### src/rtl/cpu_pkg.sv
// Shared definitions for the 8-bit, 2-bit-field CPU: widths, opcodes,
// instruction field positions and the fetch state encoding.
package cpu_pkg;

  localparam int ADDR_W_DEF  = 8;
  localparam int INSTR_W_DEF = 8;

  localparam logic [1:0] OP_ADD = 2'b00;
  localparam logic [1:0] OP_LW  = 2'b01;
  localparam logic [1:0] OP_SW  = 2'b10;
  localparam logic [1:0] OP_J   = 2'b11;

  // Field layout: op[7:6] rs[5:4] rt[3:2] rd[1:0], jump target in [5:0]
  localparam int OP_MSB = 7;
  localparam int OP_LSB = 6;
  localparam int RS_MSB = 5;
  localparam int RS_LSB = 4;
  localparam int RT_MSB = 3;
  localparam int RT_LSB = 2;
  localparam int RD_MSB = 1;
  localparam int RD_LSB = 0;
  localparam int JTGT_W = 6;

  typedef enum logic {
    FS_RUN  = 1'b0,
    FS_HALT = 1'b1
  } fetch_state_e;

endpackage

### src/rtl/fetch_next_pc.sv
// Combinational next-PC priority mux: redirect, hold, page-relative jump,
// then sequential increment. Also flags a jump-to-self seen while running.
module fetch_next_pc
  import cpu_pkg::*;
#(
  parameter int ADDR_W  = ADDR_W_DEF,
  parameter int INSTR_W = INSTR_W_DEF
) (
  input  logic [ADDR_W-1:0]  pc,
  input  logic [INSTR_W-1:0] instr,
  input  logic               stall,
  input  logic               halt_state,
  input  logic               redirect_valid,
  input  logic [ADDR_W-1:0]  redirect_pc,
  output logic [ADDR_W-1:0]  next_pc,
  output logic               halt_hit
);

  logic              jump_hit;
  logic [ADDR_W-1:0] jump_tgt;

  assign jump_hit = (instr[OP_MSB:OP_LSB] == OP_J);
  // Target stays inside the current 64-byte page
  assign jump_tgt = {pc[ADDR_W-1:JTGT_W], instr[JTGT_W-1:0]};

  // Priority: redirect > hold (stall or halted) > jump > increment
  always_comb begin
    next_pc  = pc + 1'b1;
    halt_hit = 1'b0;
    if (redirect_valid) begin
      next_pc = redirect_pc;
    end else if (stall || halt_state) begin
      next_pc = pc;
    end else if (jump_hit) begin
      next_pc  = jump_tgt;
      halt_hit = (jump_tgt == pc);
    end
  end

endmodule

### src/rtl/fetch_unit.sv
// PC and IF/ID register for the 8-bit CPU. Jumps resolve here with no
// bubble; a jump to its own address parks fetch in HALT until redirected.
//
// state   | meaning
// --------+-----------------------------------------------------------
// FS_RUN  | fetching; IR captures instr_in every unstalled cycle
// FS_HALT | jump-to-self seen; PC frozen, IR invalid, exit via redirect
module fetch_unit
  import cpu_pkg::*;
#(
  parameter int                ADDR_W   = ADDR_W_DEF,
  parameter int                INSTR_W  = INSTR_W_DEF,
  parameter logic [ADDR_W-1:0] RESET_PC = 8'h00
) (
  input  logic               clk,
  input  logic               reset_n,
  output logic [ADDR_W-1:0]  pc_out,
  input  logic [INSTR_W-1:0] instr_in,
  input  logic               stall,
  input  logic               redirect_valid,
  input  logic [ADDR_W-1:0]  redirect_pc,
  output logic [INSTR_W-1:0] ir_out,
  output logic [ADDR_W-1:0]  ir_pc,
  output logic               ir_valid,
  output logic               halted
);

  fetch_state_e      state;
  fetch_state_e      state_nxt;
  logic [ADDR_W-1:0] pc_nxt;
  logic              halt_hit;

  fetch_next_pc #(
    .ADDR_W  (ADDR_W),
    .INSTR_W (INSTR_W)
  ) u_next_pc (
    .pc             (pc_out),
    .instr          (instr_in),
    .stall          (stall),
    .halt_state     (state == FS_HALT),
    .redirect_valid (redirect_valid),
    .redirect_pc    (redirect_pc),
    .next_pc        (pc_nxt),
    .halt_hit       (halt_hit)
  );

  // State register
  always_ff @(posedge clk) begin
    if (!reset_n) state <= FS_RUN;
    else          state <= state_nxt;
  end

  // Next state: redirect always resumes; a running jump-to-self halts
  always_comb begin
    state_nxt = state;
    if (redirect_valid)  state_nxt = FS_RUN;
    else if (halt_hit)   state_nxt = FS_HALT;
  end

  assign halted = (state == FS_HALT);

  // Program counter
  always_ff @(posedge clk) begin
    if (!reset_n) pc_out <= RESET_PC;
    else          pc_out <= pc_nxt;
  end

  // IF/ID register; redirect flushes even while stalled, data fields hold
  always_ff @(posedge clk) begin
    if (!reset_n) begin
      ir_out   <= '0;
      ir_pc    <= '0;
      ir_valid <= 1'b0;
    end else if (redirect_valid) begin
      ir_valid <= 1'b0;
    end else if (stall) begin
      ir_valid <= ir_valid;
    end else if (state == FS_RUN) begin
      ir_out   <= instr_in;
      ir_pc    <= pc_out;
      ir_valid <= 1'b1;
    end else begin
      ir_valid <= 1'b0;
    end
  end

endmodule

### config.mk
export PLATFORM = sky130hd
export DESIGN_NAME = fetch_unit
export DESIGN_NICKNAME = d
export VERILOG_FILES = /design/src/rtl/cpu_pkg.sv /design/src/rtl/fetch_next_pc.sv /design/src/rtl/fetch_unit.sv
export SDC_FILE = /design/constraint.sdc
export NUM_CORES = 1
export LEC_CHECK = 0
export CAP_MARGIN = 5
export CORE_MARGIN = 4
export CORE_UTILIZATION = 48
export CTS_CLUSTER_DIAMETER = 30
export DETAILED_ROUTE_END_ITERATION = 6
export HOLD_SLACK_MARGIN = 0.12
export PLACE_DENSITY = 0.95
export SETUP_SLACK_MARGIN = 0.3
export SYNTH_ARGS = -nofsm -noshare
export SYNTH_HDL_FRONTEND = slang
export SYNTH_HIERARCHICAL = 1
export SYNTH_SLANG_ARGS = --single-unit
### constraint.sdc
create_clock -name clk -period 2.8 [get_ports clk]
set_clock_uncertainty 0.2 [all_clocks]
set_input_delay 0.56 -clock clk [delete_from_list [all_inputs] [get_ports clk]]
set_output_delay 0.56 -clock clk [all_outputs]
set_load 0.02 [all_outputs]
==> results of run 1 <==
flip-flops by register name, summed over array words and instances, names as in the netlist:
register  count
ir_pc         8
ir_valid      1
ir_out        8
pc_out        8
halted        1
placed cells by master, fill, tap and decap left out, types with 2 or more instances in the layout:
cell | netlist | routed
o21ai_2 | 2 | 2
nand3_1 | 3 | 3
clkdlybuf4s50_1 | 0 | 45
mux2i_1 | 17 | 17
buf_4 | 0 | 3
nand2_1 | 39 | 39
clkbuf_4 | 0 | 3
nor2_1 | 6 | 6
or2_1 | 2 | 2
and3_1 | 3 | 3
and2_1 | 8 | 8
nor3_1 | 3 | 3
a22o_1 | 3 | 3
o21ai_1 | 4 | 4
nand4_1 | 3 | 3
xor2_1 | 5 | 5
xnor2_1 | 5 | 5
a21oi_1 | 5 | 5
dfxtp_1 | 26 | 26
worst min-delay path by stage:
stage / startpoint / endpoint / slack (ns) / cells past startpoint
floorplan: ir_valid / ir_valid / 0.33 / 2
global placement: ir_pc[2] / ir_pc[2] / 0.24 / 2
detailed placement: ir_valid / ir_valid / 0.25 / 2
CTS: ir_valid / ir_valid / 0.26 / 2
global route: ir_valid / ir_valid / 0.29 / 2
finish: ir_valid / ir_valid / 0.26 / 2
cell families after synthesis:
logic type	Yosys count	share of synthesized area (%)
AND/OR/NAND/NOR	72	25.5
flip-flops	26	38.3
AO/OA/AOI/OAI	20	11.1
multiplexers	18	13.4
XOR/XNOR	10	6.45
buffers and inverters	9	4.33
adder cells (fa/ha/maj)	1	0.922
layout make-up:
cell class                 count  area, µm²  share of cell area [%]
clock buffer                   4       36.3                    1.96
inverter                       1       3.75                   0.203
multi-input combinational    121        778                    42.1
sequential                    26        520                    28.1
tap                           31       38.8                    2.10
timing repair buffer          48        473                    25.6
per-layer routing:
metal	part of all wire (%)	vias to the layer above
li1	-	625
met2	49	36
met3	6.2	4
met1	44	554
met5	0	-
met4	1.4	0
report_power, final:
part	leakage (µW)	internal [µW]	switching, µW
registers	0.000213	387	21.7
clock network	0.0000210	79.7	112
logic	0.000464	92.5	83.3
total	0.000697	560	217
metrics by stage:
step | hold WS (ns) | worst slack (ns) | instances
finish | 0.260 | 0.460 | 231
global route | 0.285 | 0.387 | 231
CTS | 0.264 | 0.452 | 231
detailed placement | 0.245 | 0.268 | 227
global placement | 0.242 | 0.338 | 227
floorplan | 0.331 | 0.965 | 156
==> flow_summary_export.csv, run 1 <==
group,metric,value,unit
grt,met1_usage,21.6,%
detailed_routing,drc,0,
timing,maxSlewViolCount,0,
grt,grt_pass1_wl,5.15,mm
clock_tree,cts_buffer_depth,2,
timing,setup_tns,0,ns
grt,grt_max_degree,42,
worst_setup_path,r2r-end,"pc_out[7]",
run,drv_cap,0,
grt,antenna_found_initial,0,
power_and_ir_drop,p_total,777,µW
power_and_ir_drop,powerDensity,420,mW/mm²
worst_setup_path,cp_top_family,"buffers and inverters",
detailed_routing,viasPerCell,5.28,
detailed_routing,via_count,1219,
worst_setup_path,critical_path_arrival,1.58,ns
worst_setup_path,r2r_cells,5,
clock_tree,cts_buffers,3,
worst_setup_path,endpoint_kind,"primary output",
grt,track_usage,18.2,%
clock_tree,post_cts_resized,0,
placed_design,place_congestion,0.805,
floorplan,die_h,61.2,µm
worst_setup_path,cp.required,2.04,ns
synth,syn_nets,177,
placed_design,place_area,0.00181,mm²
floorplan,ios,46,
cells_and_area,drive_above_1_share,6.50,%
floorplan,die_area,0.00374,mm²
floorplan,core,0.00273,mm²
synth,synth_common_cells,"39 x nand2_1, 26 x dfxtp_1, 17 x mux2i_1, 8 x and2_1, 6 x nor2_1",
cells_and_area,fin_util,67.7,%
clock_tree,cts_sinks,26,
timing,rsz0062_at_grt,"no",
detailed_routing,wl_per_cell,13.8,µm
clock_tree,htreeDepth,1,
clock_tree,hold_buffers,0,
worst_setup_path,crit_chain,"clkdlybuf4s50_1",
cells_and_area,antenna_cells,0,
worst_setup_path,cp-endpoint,"pc_out[0]",
worst_setup_path,cp-startpoint,"pc_out[0]",
worst_setup_path,cp.depth,1,
power_and_ir_drop,peakVddDrop,0.000328,V
synth,synth_cells,156,
synth,ys_ff_latch,26,
timing,finalHoldViolCount,0,
placed_design,dpl.hpwl,2.33,mm
worst_setup_path,reg2reg_from,"halted",
clock_tree,root_buffer,"clkbuf_4",
clock_tree,clk_latency,0.32,ns
grt,grt_use_met2,31.7,%
worst_setup_path,crit_slowest_cell,"clkdlybuf4s50_1",
synth,synth_top_area_share,38.3,%
synth,syn-mean-instance-area,8.70,µm²
synth,synthesis.area,0.00136,mm²
timing,fmax,0.427,GHz
grt,grt_pass1_vias,1167,
grt,overflow,0,
synth,synth.most_common_cell,"nand2_1",
worst_setup_path,cp_num_buf_inv,1,
power_and_ir_drop,p_leak,0.000697,µW
grt,use_met3,3.98,%
synth,yosysWarnings,6,
cells_and_area,area_delta_synth_final,36.3,%
synth,synth_top_cell_by_area,"dfxtp_1",
cells_and_area,final.fill_count,212,
worst_setup_path,max_stage_delay,0.68,ns
detailed_routing,ant_nets,0,
timing,worst_pin_slew,0.421,ns
timing,finalCritPeriodShare,83.6,%
cells_and_area,nets,222,
detailed_routing,drtIter0Drc,54,
synth,synthFlopType,"dfxtp_1",
worst_setup_path,crit_fanout,9,
timing,slew_headroom,71.8,%
timing,setup_viol_count_final,0,
placed_design,portBuffers,45,
clock_tree,postCtsSetupBuffers,0,
cells_and_area,fin_area,0.00185,mm²
detailed_routing,drt-pass1-iter-count,4,
detailed_routing,wl,3.19,mm
synth,synth_area_leaders,"dfxtp_1 38%, mux2i_1 13%, nand2_1 11%, and2_1 3.7%, xnor2_1 3.2%",
worst_setup_path,path_class,"flop to primary output",
floorplan,initial_core_util,49.7,%
worst_setup_path,reg2reg_slack,0.98,ns
synth,synth-edff-count,0,
timing,finalCriticalPeriod,2.34,ns
floorplan,chipWidth,61.2,µm
clock_tree,clkTransAtPathRegs,0.14,ns
synth,async_reset_ff_share,0,%
run_status,status,"finished, final reports clean",
worst_hold_path,hold_path_class,"flop to flop",
clock_tree,cts_tree,"built",
grt,busiest_layer,"met2",
worst_setup_path,startpoint_type,"flop",
synth,synthDistinctLibCells,34,
synth,synth_seq_area_share,38.3,%
floorplan,rows,19,
Power figures use the tool's default switching activity.
==> inputs of run 2 (changes only) <==
- CORE_UTILIZATION: 48 -> 40
- PLACE_DENSITY: 0.95 -> 0.86
- clock period: 2.8 -> 2.1 ns (I/O delays scaled with it)
==> flow_summary_export.csv, run 2 (same netlist as run 1, synthesis figures left out) <==
group,metric,value,unit
run_status,status,"finished, final reports clean",
floorplan,initial_core_util,43.1,%
worst_setup_path,startpoint_type,"flop",
worst_setup_path,max_stage_delay,0.45,ns
cells_and_area,area_delta_synth_final,43.9,%
run,drv_cap,0,
worst_setup_path,cp_num_buf_inv,1,
detailed_routing,viasPerCell,5.02,
timing,slew_headroom,72.2,%
grt,track_usage,15.9,%
grt,use_met3,3.23,%
timing,maxSlewViolCount,0,
power_and_ir_drop,powerDensity,582,mW/mm²
clock_tree,cts_tree,"built",
timing,fmax,0.571,GHz
detailed_routing,drtIter0Drc,61,
floorplan,core,0.00315,mm²
power_and_ir_drop,peakVddDrop,0.000306,V
clock_tree,cts_buffer_depth,2,
clock_tree,htreeDepth,1,
timing,setup_tns,0,ns
cells_and_area,final_common_cell,"nand2_1",
timing,worst_pin_slew,0.415,ns
clock_tree,root_buffer,"clkbuf_4",
grt,antenna_found_initial,0,
detailed_routing,wl_per_cell,13.3,µm
grt,grt_pass1_vias,1266,
worst_hold_path,hold_path_class,"flop to flop",
placed_design,place_congestion,0.812,
detailed_routing,via_count,1269,
worst_setup_path,crit_slowest_cell,"dfxtp_2",
grt,grt_max_degree,42,
floorplan,chipWidth,66.3,µm
timing,finalHoldViolCount,0,
floorplan,die_area,0.00439,mm²
detailed_routing,drt-pass1-iter-count,4,
cells_and_area,antenna_cells,0,
worst_setup_path,crit_chain,"dlygate4sd2_1",
grt,grt_use_met2,27.1,%
worst_setup_path,cp_top_family,"flip-flops",
cells_and_area,nets,231,
clock_tree,cts_sinks,26,
detailed_routing,ant_nets,0,
timing,finalCritPeriodShare,83.4,%
power_and_ir_drop,p_leak,0.000865,µW
worst_setup_path,cp.required,1.48,ns
worst_setup_path,endpoint_kind,"primary output",
timing,rsz0062_at_grt,"no",
cells_and_area,reg_top3,"ir_out (8), ir_pc (8), pc_out (8)",
clock_tree,clk_latency,0.32,ns
placed_design,portBuffers,45,
worst_setup_path,critical_path_arrival,1.13,ns
grt,busiest_layer,"met2",
placed_design,place_area,0.00192,mm²
cells_and_area,mostFrequentLayoutCells,"39 x nand2_1, 27 x dlygate4sd2_1, 22 x dfxtp_1",
cells_and_area,drive_above_1_share,12.9,%
floorplan,ios,46,
floorplan,rows,20,
timing,finalCriticalPeriod,1.75,ns
grt,grt_pass1_wl,5.49,mm
cells_and_area,fin_area,0.00195,mm²
clock_tree,hold_buffers,0,
detailed_routing,wl,3.36,mm
worst_setup_path,crit_fanout,8,
detailed_routing,drc,0,
grt,overflow,0,
timing,holdWs,0.263,ns
grt,met1_usage,19.3,%
placed_design,dpl.hpwl,2.48,mm
timing,setup_viol_count_final,0,
worst_setup_path,path_class,"flop to primary output",
floorplan,die_h,66.3,µm
clock_tree,clkTransAtPathRegs,0.15,ns
clock_tree,cts_buffers,3,
[run 2: path summary, 6_finish.rpt]
| path | start | endpoint | slack [ns] | cells after the start |
|---|---|---|---|---|
| worst max-delay path | pc_out[1] | pc_out[1] | 0.35 | 1 |
| worst min-delay path | ir_valid | ir_valid | 0.26 | 2 |
| worst max register to register | halted | pc_out[7] | 0.43 | 5 |
| worst min register to register | ir_valid | ir_valid | 0.26 | 2 |
[run 2: layout make-up]
cell class / count / area, µm²
clock buffer: 3 / 22.5
clock inverter: 1 / 30.0
fill: 284 / 1200
inverter: 1 / 3.75
multi-input combinational: 121 / 785
sequential: 26 / 526
tap: 44 / 55.1
timing repair buffer: 57 / 532
[run 2: timing repair]
action / 4_1_cts / 5_1_grt
pin swaps: 2 / 1
endpoints found under the setup margin: 33 / 4
buffers inserted: 0 / 1
gates resized for setup: 33 / 3
[run 2: power by group]
part	total, µW	internal [µW]	leakage [µW]	switching [µW]
clock network	350	193	0.0000279	157
logic	249	124	0.000623	125
registers	538	518	0.000214	20.6
total	1140	835	0.000865	302
[run 2: per-layer routing]
| metal | vias up | share of wire, % | routed length [µm] |
|---|---|---|---|
| met5 | - | 0 | 0 |
| met2 | 43 | 48 | 1600 |
| met1 | 579 | 46 | 1550 |
| met4 | 0 | 0.80 | 27 |
| met3 | 4 | 5.3 | 177 |
| li1 | 643 | - | - |
[run 2: through the flow]
| step | power (µW) | utilization [%] | cells | worst slack (ns) |
|---|---|---|---|---|
| after floorplan | 681 | - | 156 | 0.339 |
| final | 1140 | 61.9 | 253 | 0.349 |
| after global placement | 808 | 60.8 | 248 | -0.158 |
| after global routing | 1190 | 61.9 | 253 | 0.301 |
| after detailed placement | 810 | 60.8 | 248 | -0.175 |
| after CTS | 1140 | 61.4 | 252 | 0.314 |
==> inputs of run 3 (changes only) <==
- clock period: 2.1 -> 1.5 ns (I/O delays scaled with it)
==> flow_summary_export.csv, run 3 (same netlist as run 1, synthesis figures left out) <==
group,metric,value,unit
run_status,status,"complete, but fails checks",
run_status,violations,"setup timing",
detailed_routing,via_count,1502,
grt,overflow,0,
clock_tree,htreeDepth,1,
power_and_ir_drop,p_leak,0.00104,µW
placed_design,dpl.hpwl,2.96,mm
grt,grt_pass1_wl,6.65,mm
grt,grt_pass1_vias,1538,
clock_tree,cts_buffer_depth,2,
timing,finalCritPeriodShare,107,%
worst_setup_path,path_class,"flop to flop",
timing,rsz0062_at_grt,"yes",
run,drv_cap,0,
floorplan,rows,20,
worst_setup_path,reg2reg_slack,-0.11,ns
cells_and_area,final.fill_count,187,
worst_setup_path,startpoint_type,"flop",
clock_tree,hold_buffers,0,
grt,grt_max_degree,34,
grt,track_usage,19.7,%
power_and_ir_drop,seqPwrFrac,44.5,%
placed_design,place_congestion,0.845,
detailed_routing,wl_per_cell,16.8,µm
detailed_routing,viasPerCell,5.29,
cells_and_area,antenna_cells,0,
clock_tree,cts_tree,"built",
floorplan,initial_core_util,43.1,%
detailed_routing,ant_nets,0,
clock_tree,clk_latency,0.33,ns
worst_setup_path,critical_path_arrival,1.66,ns
worst_setup_path,crit_fanout,5,
power_and_ir_drop,switching_share,29.0,%
power_and_ir_drop,peakVddDrop,0.000449,V
cells_and_area,multi_input_area,888,µm²
cells_and_area,final_common_cell,"nand2_1",
timing,setup_ws,-0.112,ns
timing,maxSlewViolCount,0,
grt,grt_use_met2,34.7,%
worst_setup_path,r2r_cells,5,
worst_setup_path,cp-startpoint,"halted",
worst_setup_path,r2r-end,"pc_out[7]",
detailed_routing,drtIter0Drc,198,
power_and_ir_drop,power_switching,496,µW
detailed_routing,wl,4.77,mm
floorplan,die_area,0.00439,mm²
worst_setup_path,cp-endpoint,"pc_out[7]",
cells_and_area,drive_above_1_share,50.8,%
power_and_ir_drop,powerDensity,701,mW/mm²
worst_setup_path,endpoint_kind,"flop",
cells_and_area,reg_top3,"ir_out (8), ir_pc (8), pc_out (8)",
grt,busiest_layer,"met2",
cells_and_area,seqCellArea,564,µm²
power_and_ir_drop,p_clk_share,25.0,%
grt,antenna_found_initial,0,
timing,setup_viol_count_final,8,
floorplan,chipWidth,66.3,µm
clock_tree,cts_sinks,26,
clock_tree,clkTransAtPathRegs,0.16,ns
cells_and_area,area_delta_synth_final,79.7,%
worst_hold_path,hold_depth,3,
detailed_routing,drc,0,
worst_setup_path,cp.required,1.55,ns
floorplan,core,0.00315,mm²
detailed_routing,drt-pass1-iter-count,4,
timing,finalCriticalPeriod,1.61,ns
timing,slew_headroom,82.8,%
cells_and_area,nets,262,
floorplan,die_h,66.3,µm
grt,met1_usage,23.7,%
placed_design,portBuffers,45,
timing,finalHoldViolCount,0,
floorplan,ios,46,
grt,use_met3,2.89,%
worst_hold_path,hold_path_class,"primary input to flop",
timing,worst_pin_slew,0.258,ns
cells_and_area,mostFrequentLayoutCells,"39 x nand2_1, 37 x buf_6, 27 x buf_4",
timing,holdWs,0.237,ns
placed_design,place_ws,-0.623,ns
power_and_ir_drop,p_int,1210,µW
clock_tree,root_buffer,"clkbuf_4",
power_and_ir_drop,comb_power_share,30.5,%
worst_setup_path,reg2reg_from,"halted",
timing,fmax,0.620,GHz
clock_tree,cts_buffers,3,
==> run 3: cell count changes in the layout (fill, tap and decap cells not counted), moves of 3 or more <==
cell,delta
buf_4,+17
buf_6,+37
dfxtp_1,-21
dfxtp_2,+16
dfxtp_4,+5
dlygate4sd2_1,-22
nor3_1,-3
nor3_2,+3
==> run 3: power by group through the flow <==
stage | Clock, µW | Combinational (µW) | Sequential, µW
global route | 463 | 549 | 766
finish | 428 | 521 | 762
floorplan | 0 | 149 | 807
detailed placement | 0 | 414 | 765
global placement | 0 | 406 | 764
CTS | 433 | 450 | 758
==> run 3: layer usage <==
metal | up-vias | share of wire (%)
met1 | 723 | 39
met4 | 0 | 2.4
li1 | 700 | -
met3 | 12 | 6.4
met2 | 67 | 52
met5 | - | 0
==> run 3: critical path, cell delays in order (launching register included) <==
cell and delay (ns):
dfxtp_4 0.40, a211oi_4 0.23, nand4_1 0.14, xnor2_1 0.15
mux2_2 0.26, and2_4 0.15
==> run 3: final cells by class <==
type                       instances  area share [%]
tap                               44            2.26
inverter                           1           0.154
clock buffer                       4            1.95
multi-input combinational        121            36.4
timing repair buffer              88            36.1
sequential                        26            23.1
==> run 3: worst min-delay path by stage <==
| stage | start | slack [ns] | endpoint |
|---|---|---|---|
| 3_3_place_gp | ir_pc[2] | 0.24 | ir_pc[2] |
| 3_5_place_dp | ir_valid | 0.25 | ir_valid |
| 2_1_floorplan | reset_n | 0.24 | halted |
| 4_1_cts | stall | 0.23 | ir_valid |
| 6_report | stall | 0.24 | ir_valid |
| 5_1_grt | stall | 0.26 | ir_valid |
==> run 3: metrics by stage <==
step	utilization (%)	cells	cell area, µm²	total power, µW	TNS (ns)
6_report	77.4	284	2440	1710	-0.432
4_1_cts	71.4	276	2250	1640	-0.419
2_1_floorplan	-	156	1390	956	-0.260
5_1_grt	77.4	284	2440	1780	-0.973
3_3_place_gp	65.5	265	2060	1170	-10.28
3_5_place_dp	65.5	265	2060	1180	-11.57
==> run 3: what timing repair did <==
item,CTS,global route
hold endpoints to repair,0,0
endpoints found under the setup margin,52,51
pin swaps,8,12
setup buffers,6,8
gates resized for setup,184,29
gates cloned,1,0
